==> src/rtl/res_collector_if.sv <==
// res_collector_if
// Bundles the byte-input handshake and the word-output handshake of the
// result collector so the collector and its environment share one port.
// Signal names keep the collector's point of view (_i = into the collector,
// _o = out of the collector).
//
//   in_valid_i    1    byte strobe from the result source
//   in_data_i     8    result byte
//   in_ready_o    1    collector can take a byte or a flush this cycle
//   flush_i       1    close the current partial word and end the group
//   word_valid_o  1    word_o holds a committed word
//   word_ready_i  1    drain stage pops the word
//   word_o        255  {count[6:0], data[247:0]}
//   word_last_o   1    final word of a group
//   words_sent_o  32   words popped since reset, wrapping
//
// Modports: slave = the collector, master = source/drain side.

interface res_collector_if;

   logic         in_valid_i;
   logic [7:0]   in_data_i;
   logic         in_ready_o;
   logic         flush_i;
   logic         word_valid_o;
   logic         word_ready_i;
   logic [254:0] word_o;
   logic         word_last_o;
   logic [31:0]  words_sent_o;

   // Collector side of the bundle
   modport slave (
      input  in_valid_i,
      input  in_data_i,
      input  flush_i,
      input  word_ready_i,
      output in_ready_o,
      output word_valid_o,
      output word_o,
      output word_last_o,
      output words_sent_o
   );

   // Byte source and word drain side of the bundle
   modport master (
      output in_valid_i,
      output in_data_i,
      output flush_i,
      output word_ready_i,
      input  in_ready_o,
      input  word_valid_o,
      input  word_o,
      input  word_last_o,
      input  words_sent_o
   );

endinterface

==> src/rtl/res_collector.sv <==
// res_collector
// Packs the result byte stream into 255-bit words {count[6:0], data[247:0]},
// LSB-first, marks every WORDS_PER_GROUP-th word (or a flushed word) as the
// last of its group, and hands words out through a 2-entry FIFO with a
// valid/ready port.
//
// Ports:
//   clk_i    in  1   clock
//   reset_i  in  1   synchronous, active-high reset
//   bus      res_collector_if.slave (byte input, flush, word output, counter)
//
// Parameters:
//   BYTES_PER_WORD   data bytes per word, 1..31
//   WORDS_PER_GROUP  words per group

module res_collector #(
   parameter int BYTES_PER_WORD  = 31,
   parameter int WORDS_PER_GROUP = 3
) (
   input  logic             clk_i,
   input  logic             reset_i,
   res_collector_if.slave   bus
);

   localparam int GW = (WORDS_PER_GROUP > 1) ? $clog2(WORDS_PER_GROUP) : 1;
   localparam logic [5:0]    FullCnt = 6'(BYTES_PER_WORD);
   localparam logic [GW-1:0] LastIdx = GW'(WORDS_PER_GROUP - 1);

   typedef enum logic {
      ACC_EMPTY,
      ACC_FILL
   } accState_e;

   typedef enum logic [1:0] {
      FIFO_EMPTY,
      FIFO_ONE,
      FIFO_FULL
   } fifoState_e;

   accState_e      accState_q, accState_d;
   logic [5:0]     byteCnt_q, byteCnt_d;
   logic [247:0]   acc_q, acc_d;
   logic [GW-1:0]  groupIdx_q, groupIdx_d;

   fifoState_e     fifoState_q, fifoState_d;
   logic [254:0]   headWord_q, headWord_d;
   logic           headLast_q, headLast_d;
   logic [254:0]   tailWord_q, tailWord_d;
   logic           tailLast_q, tailLast_d;
   logic [31:0]    wordsSent_q, wordsSent_d;

   logic           popNow;
   logic           inReady;
   logic           acceptByte;
   logic           takeFlush;
   logic [5:0]     filledCnt;
   logic [247:0]   filledAcc;
   logic           commit;
   logic [254:0]   commitWord;
   logic           commitLast;

   // Handshake qualifiers. The collector can take input whenever the FIFO
   // has a free slot after this cycle's pop, which guarantees any commit
   // made this cycle has somewhere to go.
   always_comb begin
      popNow     = (fifoState_q != FIFO_EMPTY) && bus.word_ready_i;
      inReady    = !reset_i && ((fifoState_q != FIFO_FULL) || popNow);
      acceptByte = bus.in_valid_i && inReady;
      takeFlush  = bus.flush_i && inReady;
   end

   // Accumulator next state. The incoming byte is merged first so that a
   // flush in the same cycle as a byte (including the word-completing byte)
   // sees the byte as part of the word it closes. Any commit empties the
   // accumulator on the same edge; the group index wraps after a last word.
   always_comb begin
      accState_d = accState_q;
      byteCnt_d  = byteCnt_q;
      acc_d      = acc_q;
      groupIdx_d = groupIdx_q;
      filledAcc  = acc_q;
      filledCnt  = byteCnt_q + {5'b0, acceptByte};
      commit     = 1'b0;
      commitLast = 1'b0;

      if (acceptByte) begin
         for (int b = 0; b < BYTES_PER_WORD; b++) begin
            if (byteCnt_q == 6'(b)) begin
               filledAcc[8*b +: 8] = bus.in_data_i;
            end
         end
      end

      commit     = (acceptByte && (filledCnt == FullCnt)) ||
                   (takeFlush && ((accState_q == ACC_FILL) || acceptByte));
      commitLast = takeFlush || (groupIdx_q == LastIdx);
      commitWord = {1'b0, filledCnt, filledAcc};

      if (commit) begin
         accState_d = ACC_EMPTY;
         byteCnt_d  = '0;
         acc_d      = '0;
         groupIdx_d = commitLast ? '0 : groupIdx_q + GW'(1);
      end else if (acceptByte) begin
         accState_d = ACC_FILL;
         byteCnt_d  = filledCnt;
         acc_d      = filledAcc;
      end
   end

   // Output FIFO next state. The head registers drive the output port
   // directly; the tail only holds a word while the head is stalled. In
   // FULL the collector is not ready unless a pop happens, so a push into
   // FULL always coincides with a pop.
   always_comb begin
      fifoState_d = fifoState_q;
      headWord_d  = headWord_q;
      headLast_d  = headLast_q;
      tailWord_d  = tailWord_q;
      tailLast_d  = tailLast_q;
      wordsSent_d = wordsSent_q + 32'(popNow);

      unique case (fifoState_q)
         FIFO_EMPTY: begin
            if (commit) begin
               headWord_d  = commitWord;
               headLast_d  = commitLast;
               fifoState_d = FIFO_ONE;
            end
         end
         FIFO_ONE: begin
            if (commit && popNow) begin
               headWord_d = commitWord;
               headLast_d = commitLast;
            end else if (commit) begin
               tailWord_d  = commitWord;
               tailLast_d  = commitLast;
               fifoState_d = FIFO_FULL;
            end else if (popNow) begin
               fifoState_d = FIFO_EMPTY;
            end
         end
         FIFO_FULL: begin
            if (popNow) begin
               headWord_d = tailWord_q;
               headLast_d = tailLast_q;
               if (commit) begin
                  tailWord_d = commitWord;
                  tailLast_d = commitLast;
               end else begin
                  fifoState_d = FIFO_ONE;
               end
            end
         end
         default: begin
            fifoState_d = FIFO_EMPTY;
         end
      endcase
   end

   // State registers. Reset discards the partial word and every buffered
   // word so nothing from before the reset is ever emitted.
   always_ff @(posedge clk_i) begin
      if (reset_i) begin
         accState_q  <= ACC_EMPTY;
         byteCnt_q   <= '0;
         acc_q       <= '0;
         groupIdx_q  <= '0;
         fifoState_q <= FIFO_EMPTY;
         headWord_q  <= '0;
         headLast_q  <= 1'b0;
         tailWord_q  <= '0;
         tailLast_q  <= 1'b0;
         wordsSent_q <= '0;
      end else begin
         accState_q  <= accState_d;
         byteCnt_q   <= byteCnt_d;
         acc_q       <= acc_d;
         groupIdx_q  <= groupIdx_d;
         fifoState_q <= fifoState_d;
         headWord_q  <= headWord_d;
         headLast_q  <= headLast_d;
         tailWord_q  <= tailWord_d;
         tailLast_q  <= tailLast_d;
         wordsSent_q <= wordsSent_d;
      end
   end

   // Port drive
   assign bus.in_ready_o   = inReady;
   assign bus.word_valid_o = (fifoState_q != FIFO_EMPTY);
   assign bus.word_o       = headWord_q;
   assign bus.word_last_o  = headLast_q;
   assign bus.words_sent_o = wordsSent_q;

endmodule

==> src/flat_wrapper.sv <==
// flat-port wrapper written by rule: the top's interface ports become plain ports
module res_collector_flat 
#(
   parameter int BYTES_PER_WORD  = 31,
   parameter int WORDS_PER_GROUP = 3
)
  (clk_i, reset_i, bus_in_valid_i, bus_in_data_i, bus_flush_i, bus_word_ready_i, bus_in_ready_o, bus_word_valid_o, bus_word_o, bus_word_last_o, bus_words_sent_o);
  res_collector_if bus_i ();
  input  logic clk_i;
  input  logic reset_i;
  input wire logic [$bits(bus_i.in_valid_i)-1:0] bus_in_valid_i;
  input wire logic [$bits(bus_i.in_data_i)-1:0] bus_in_data_i;
  input wire logic [$bits(bus_i.flush_i)-1:0] bus_flush_i;
  input wire logic [$bits(bus_i.word_ready_i)-1:0] bus_word_ready_i;
  output wire logic [$bits(bus_i.in_ready_o)-1:0] bus_in_ready_o;
  output wire logic [$bits(bus_i.word_valid_o)-1:0] bus_word_valid_o;
  output wire logic [$bits(bus_i.word_o)-1:0] bus_word_o;
  output wire logic [$bits(bus_i.word_last_o)-1:0] bus_word_last_o;
  output wire logic [$bits(bus_i.words_sent_o)-1:0] bus_words_sent_o;
  assign bus_i.in_valid_i = bus_in_valid_i;
  assign bus_i.in_data_i = bus_in_data_i;
  assign bus_i.flush_i = bus_flush_i;
  assign bus_i.word_ready_i = bus_word_ready_i;
  assign bus_in_ready_o = bus_i.in_ready_o;
  assign bus_word_valid_o = bus_i.word_valid_o;
  assign bus_word_o = bus_i.word_o;
  assign bus_word_last_o = bus_i.word_last_o;
  assign bus_words_sent_o = bus_i.words_sent_o;
  res_collector #(.BYTES_PER_WORD(BYTES_PER_WORD), .WORDS_PER_GROUP(WORDS_PER_GROUP)) u_core (.clk_i(clk_i), .reset_i(reset_i), .bus(bus_i));
endmodule
==> config.mk <==
export PLATFORM = sky130hd
export DESIGN_NAME = res_collector_flat
export DESIGN_NICKNAME = d
export VERILOG_FILES = /design/src/rtl/res_collector_if.sv /design/src/rtl/res_collector.sv /design/src/flat_wrapper.sv
export SDC_FILE = /design/constraint.sdc
export NUM_CORES = 2
export LEC_CHECK = 0
export CORE_ASPECT_RATIO = 1.75
export CORE_MARGIN = 2
export CORE_UTILIZATION = 47
export CTS_BUF_LIST = sky130_fd_sc_hd__clkbuf_8
export CTS_CLUSTER_DIAMETER = 150
export DETAILED_ROUTE_END_ITERATION = 10
export GPL_TIMING_DRIVEN = 0
export MAX_ROUTING_LAYER = met4
export PLACE_DENSITY = 0.67
export SYNTH_ARGS = -nofsm -noshare
export SYNTH_HDL_FRONTEND = slang
export SYNTH_SLANG_ARGS = --single-unit
export TNS_END_PERCENT = 1
==> constraint.sdc <==
create_clock -name clk_i -period 7 [get_ports clk_i]
set_input_delay 1.4 -clock clk_i [delete_from_list [all_inputs] [get_ports clk_i]]
set_output_delay 1.4 -clock clk_i [all_outputs]
set_load 0.01 [all_outputs]
Yosys cells after proc, flatten, opt, wreduce, memory -nomap -nowiden
Index checks and enable logic that the tools add are counted.
{ "op_classes": {"addsub": 3, "eq_ne": 41, "n_mux": 56, "n_reduce_logical": 21} }
{ "op_table": {"columns": ["operator", "count"], "rows": [
  ["$mux 255", 6],
  ["$pmux 255 s3", 1],
  ["$pmux 255 s2", 1],
  ["$mux 248", 1],
  ["$mux 8", 31],
  ["$eq 6x5->1 const B", 16],
  ["$eq 6x4->1 const B", 8],
  ["$add 32x1->32", 1],
  ["$eq 6x3->1 const B", 4],
  ["$mux 2", 7],
  ["$eq 6x2->1 const B", 2],
  ["$logic_and 1x1->1", 7],
  ["$add 6x1->6", 1],
  ["$eq 6x1->1 const B", 1],
  ["$logic_not 6->1", 1],
  ["$mux 1", 6],
  ["$ne 2x1->1 const B", 3],
  ["$ne 2x2->1 const B", 3],
  ["$pmux 2 s3", 1],
  ["$reduce_and 5->1", 1],
  ["$eq 2x2->1 const B", 2],
  ["$logic_or 1x1->1", 4],
  ["$reduce_and 4->1", 1],
  ["$reduce_bool 2->1", 2],
  ["10 further kinds", 10]
]} }
{ "totals": {"reg_bits": 803, "in_bits": 13, "out_inout_bits": 290, "word_cells": 131} }

Depth between registers and ports, before layout
{ "logic_depth": {"ltp_word": 12, "mapped_depth": 17, "depth_no_buf": 11} }

Worst setup path after synthesis
Ideal clock, no wire load.
{ "synth_path": {"path_kind": "input -> register", "from": "input bus_word_ready_i", "to": "register u_core.headWord_q[164], in the netlist u_core.bus.word_o[164]", "setup_ps": 101, "arrival_ps": 4583, "required_time_ps": 6899, "slack_ps": 2316, "cell_stages": 15, "n_path_buf": 7, "cell_sequence": "nand2b_1 > buf_2 > buf_6 > buf_6 > buf_6 > a21oi_1 > ha_1 > xor2_1 > a221oi_1 > o31a_1 > buf_2 > buf_2 > clkbuf_1 > nand3_1 > o41ai_1"} }
{ "synth_between": {"elab_chain_len": 11, "word_cells_on_any_way": 20, "cone_classes": "add/sub (1); eq/ne (4); mux (4); reduce/logical (11)"} }
{ "synth_rtl": {"columns": ["item", "line", "text"], "rows": [
  ["from (decl)", "flat_wrapper.sv:14", "input wire logic [$bits(bus_i.word_ready_i)-1:0] bus_word_ready_i;"],
  ["$logic_and 1x1->1 (*)", "res_collector.sv:66", "popNow = (fifoState_q != FIFO_EMPTY) && bus.word_ready_i;"],
  ["$logic_or 1x1->1", "res_collector.sv:67", "inReady = !reset_i && ((fifoState_q != FIFO_FULL) || popNow);"],
  ["$logic_and 1x1->1", "res_collector.sv:67", null],
  ["$logic_and 1x1->1", "res_collector.sv:68", "acceptByte = bus.in_valid_i && inReady;"],
  ["$add 6x1->6", "res_collector.sv:82", "filledCnt = byteCnt_q + {5'b0, acceptByte};"],
  ["$eq 6x5->1", "res_collector.sv:94", "commit = (acceptByte && (filledCnt == FullCnt)) ||"],
  ["$logic_and 1x1->1", "res_collector.sv:94", null],
  ["$logic_or 1x1->1", "res_collector.sv:94", null],
  ["$logic_and 1x1->1", "res_collector.sv:132", "if (commit && popNow) begin"],
  ["$ne 2x1->1 (no line)", null, null],
  ["$reduce_and 4->1 (no line)", null, null],
  ["to (signal assigned)", "res_collector.sv:181", "headWord_q <= headWord_d;"],
  ["to (decl)", "res_collector.sv:46", "logic [254:0] headWord_q, headWord_d;"]
]} }
Mark *: on every way between the ends. The rest lies on a longest branch, timed or not. The select of a mux whose other input is x is not followed.
A chain may end at the register's enable or synchronous reset.

Final worst setup path
{ "layout_path": {"from": "input bus_word_ready_i", "to": "register u_core.headWord_q[167], in the netlist u_core.bus.word_o[167]"} }
Same word-level chain as after synthesis.

==> impl_metrics.csv <==
group,metric,value,unit
outcome,status,"complete, but fails checks",
outcome,violations,"capacitance limit, slew limit",
final_layout,layout.nets,4113,
synth,synth_compound_gate_area_share,20.4,%
synth,synth_xor_area_share,0.833,%
pwr,vdd_drop_max,0.164,mV
pwr,power_frac_clock,41.2,%
synth,synthMuxAreaShare,9.25,%
worst_setup_path,crit_slowest_cell,"o31a_1",
timing,worst_pin_slew,1.61,ns
clock_network,cts_buffer_depth,3,
final_layout,layout-drive-gt1-share,8.72,%
worst_setup_path,crit_path_cell_trace,"clkdlybuf4s50_1 -> nand2b_1 -> buf_2 -> buf_6 -> buf_6 -> buf_6 -> a21oi_1 -> ha_1 -> xor2_1 -> a221oi_1 -> o31a_1 -> buf_2 -> buf_2 -> clkbuf_1 -> nand3_1 -> o41ai_1",
global_route,antenna_found_initial,3,
routing,via_per_inst,5.99,
final_layout,fin_util,56.4,%
pwr,leakage,13.0,nW
clock_network,cts_resized,0,
timing,min_period,6.78,ns
synth,yosysTopAreaCellShare,47.7,%
worst_setup_path,crit_path_end_kind,"flop",
worst_setup_path,rrSetupSlack,0.47,ns
worst_setup_path,arrival,7.35,ns
synth,synth_ff_type,"dfxtp_1",
pwr,p_int,6.63,mW
global_route,grt_max_degree,15,
timing,setup_viol,0,
pwr,power_frac_seq,51.0,%
global_route,grt_pass1_vias,29800,
timing,post-route-period-util,96.8,%
synth,async_flop_share,0,%
clock_network,htree_levels,3,
clock_network,post-cts-setup-buffers,0,
placement,postPlaceCellArea,37700,µm²
clock_network,cts_tree,"built",
synth,synth_seq_cells,801,
synth,synth_edf_count,0,
routing,num_vias,30500,
worst_setup_path,cpLargestDelayFamily,"buffers and inverters",
worst_setup_path,worstPathMaxFanout,11,
floorplan,core,70900,µm²
synth,synth_fa_ha_area_share,0.372,%
final_layout,fin_cells,5094,
timing,final_max_slew_viol_count,11,
final_layout,most-common-layout-cells,"dfxtp_1 (801), nor2_1 (711), mux2i_1 (311), clkdlybuf4s50_1 (293), a211oi_1 (252)",
clock_network,clk_pin_slew_worst_paths,0.07,ns
routing,wl,125,mm
synth,netlist_top_cells_area,"dfxtp_1 (48%), mux2i_1 (9.3%), nor2_1 (7.9%), a211oi_1 (5.6%), o41ai_1 (3.1%)",
floorplan,dieArea,73800,µm²
floorplan,fp.dieH,358,µm
floorplan,die_w,206,µm
timing,hold_viol,0,
synth,yosys.area.top_type,"dfxtp_1",
clock_network,clock_latency,0.78,ns
placement,hpwl,89.8,mm
synth,synth_area_per_cell,9.13,µm²
pwr,p_switching,2.43,mW
timing,fmax,148,MHz
final_layout,final_common_cell,"dfxtp_1",
timing,rsz0062_at_grt,"false",
worst_setup_path,slowest_delay,0.70,ns
timing,skew,0.0514,ns
timing,slew-limit-headroom,-7.03,%
routing,wire_per_inst,24.6,µm
final_layout,syn_to_final_growth,18.9,%
clock_network,clock-root-buffer,"clkbuf_8",
placement,dp.cells,4894,
synth,synth.distinct_cells,64,
synth,syn_inst,3684,
final_layout,design_area,40000,µm²
synth,synth_fp_nets,3707,
synth,netlist_area,33600,µm²
final_layout,seqCellArea,16000,µm²
synth,ys_warn_count,0,
pwr,swShare,26.9,%
synth,ys_seq_area_share,47.7,%
worst_setup_path,critPathBufInv,8,
synth,synth_top_family_by_area,"compound AO/OA/AOI/OAI gates",
hold_path,hold_path_class,"flop to flop",
clock_network,postCtsHoldBufs,0,
synth,yosys.area_share.simple,15.6,%
placement,gp_congestion,0.976,
floorplan,initial_utilization,47.5,%
pwr,power_frac_comb,7.9,%
floorplan,io_pins,303,
worst_setup_path,worstSetupStartpointType,"input pin",
global_route,grt_pass1_wl,184,mm
floorplan,rows,129,
worst_setup_path,crit_type,"input pin to flop",
final_layout,n_fill_cell,6605,
routing,drc,0,
pwr,p_per_area,226,nW/µm²
worst_setup_path,required,7.57,ns
clock_network,cts_buffers,110,
routing,firstDrtPassIters,7,
routing,first_iter_violations,2346,
run,drv_cap,1,
global_route,grt_overflow_total,0,
placement,portBuffers,293,
global_route,grt_use_total,34.2,%
clock_network,cts_num_sinks,801,
routing,ant_nets,0,
final_layout,multi_input_area,15600,µm²
## sequential cells by signal, indices dropped and copies added, names as in the netlist
| register | count |
|---|---|
| u_core.bus.word_o | 254 |
| u_core.tailWord_q | 254 |
| u_core.acc_q | 248 |
| u_core.bus.words_sent_o | 32 |
| u_core.byteCnt_q | 6 |
| u_core.fifoState_q | 2 |
| u_core.groupIdx_q | 2 |
| u_core.accState_q | 1 |
| u_core.bus.word_last_o | 1 |
| u_core.tailLast_q | 1 |
## per-layer routing
layer  global-route usage [%]  wire length, µm
met2                     56.6            60800
met1                     39.1            48200
met5                        -                0
met3                     4.93             8380
met4                     20.2             7610
## path summary, 6_finish.rpt
check | to | start | cells after the start
setup / recovery | u_core.bus.word_o[167] | bus_word_ready_i | 16
hold / removal | u_core.bus.word_o[94] | u_core.bus.word_o[94] | 2
setup reg to reg | u_core.bus.word_o[167] | u_core.fifoState_q[0] | 17
hold reg to reg | u_core.bus.word_o[94] | u_core.bus.word_o[94] | 2
## synthesized netlist by cell type (all sizes together), types with 14 or more instances
cell type	instances
nand3	193
inv	39
nand2	172
o211ai	46
or3	14
a21oi	82
buf	159
a221oi	25
mux2i	311
nor2	711
nor3	48
o221ai	24
o21a	24
a211oi	267
a2111oi	20
a22o	24
xor2	18
xnor2	14
o22ai	48
clkbuf	245
dfxtp	801
o31ai	75
o41ai	121
o21ai	78
o2111ai	24
## kinds of logic (layout without fill, tap and decap cells)
group,after synthesis,count (layout)
simple gates,1220,1220
compound gates,866,866
flops,801,801
buf+inv,443,931
mux,311,311
xor+xnor,32,32
fa+ha+maj,10,10
other cells,1,6
## power groups by stage
stage	clock network [mW]	logic (mW)	registers [mW]
global route	3.94	0.741	4.62
global placement	0	0.691	4.72
finish	3.73	0.713	4.62
detailed placement	0	0.694	4.72
floorplan	0	0.390	4.71
CTS	3.75	0.695	4.61
## through the flow
stage	TNS, ns	setup slack (ns)	hold WS [ns]	power [mW]
after floorplan	0	2.32	0.441	5.10
after detailed placement	-9.55	-0.353	0.447	5.41
after global routing	0	0.136	0.473	9.30
final	0	0.222	0.451	9.06
after global placement	-17.26	-0.360	0.439	5.41
after CTS	0	0.414	0.457	9.06
## tightest hold or removal path, delay by kind of cell, from the launching register on
family,cells,cell delay (ns)
AO/OA/AOI/OAI,1,0.05
flip-flops,1,0.31
AND/OR/NAND/NOR,1,0.05
## area by class of cell
class                      instances  share of cell area (%)
timing repair buffer             294                    7.36
tap                              917                    2.87
multi-input combinational       2440                    39.1
inverter                          39                   0.366
clock inverter                    55                   0.823
antenna                            5                  0.0313
clock buffer                     139                    4.78
sequential                       801                    40.1
buffer                           404                    4.55
Note: power is estimated with default switching activity, not from simulation.
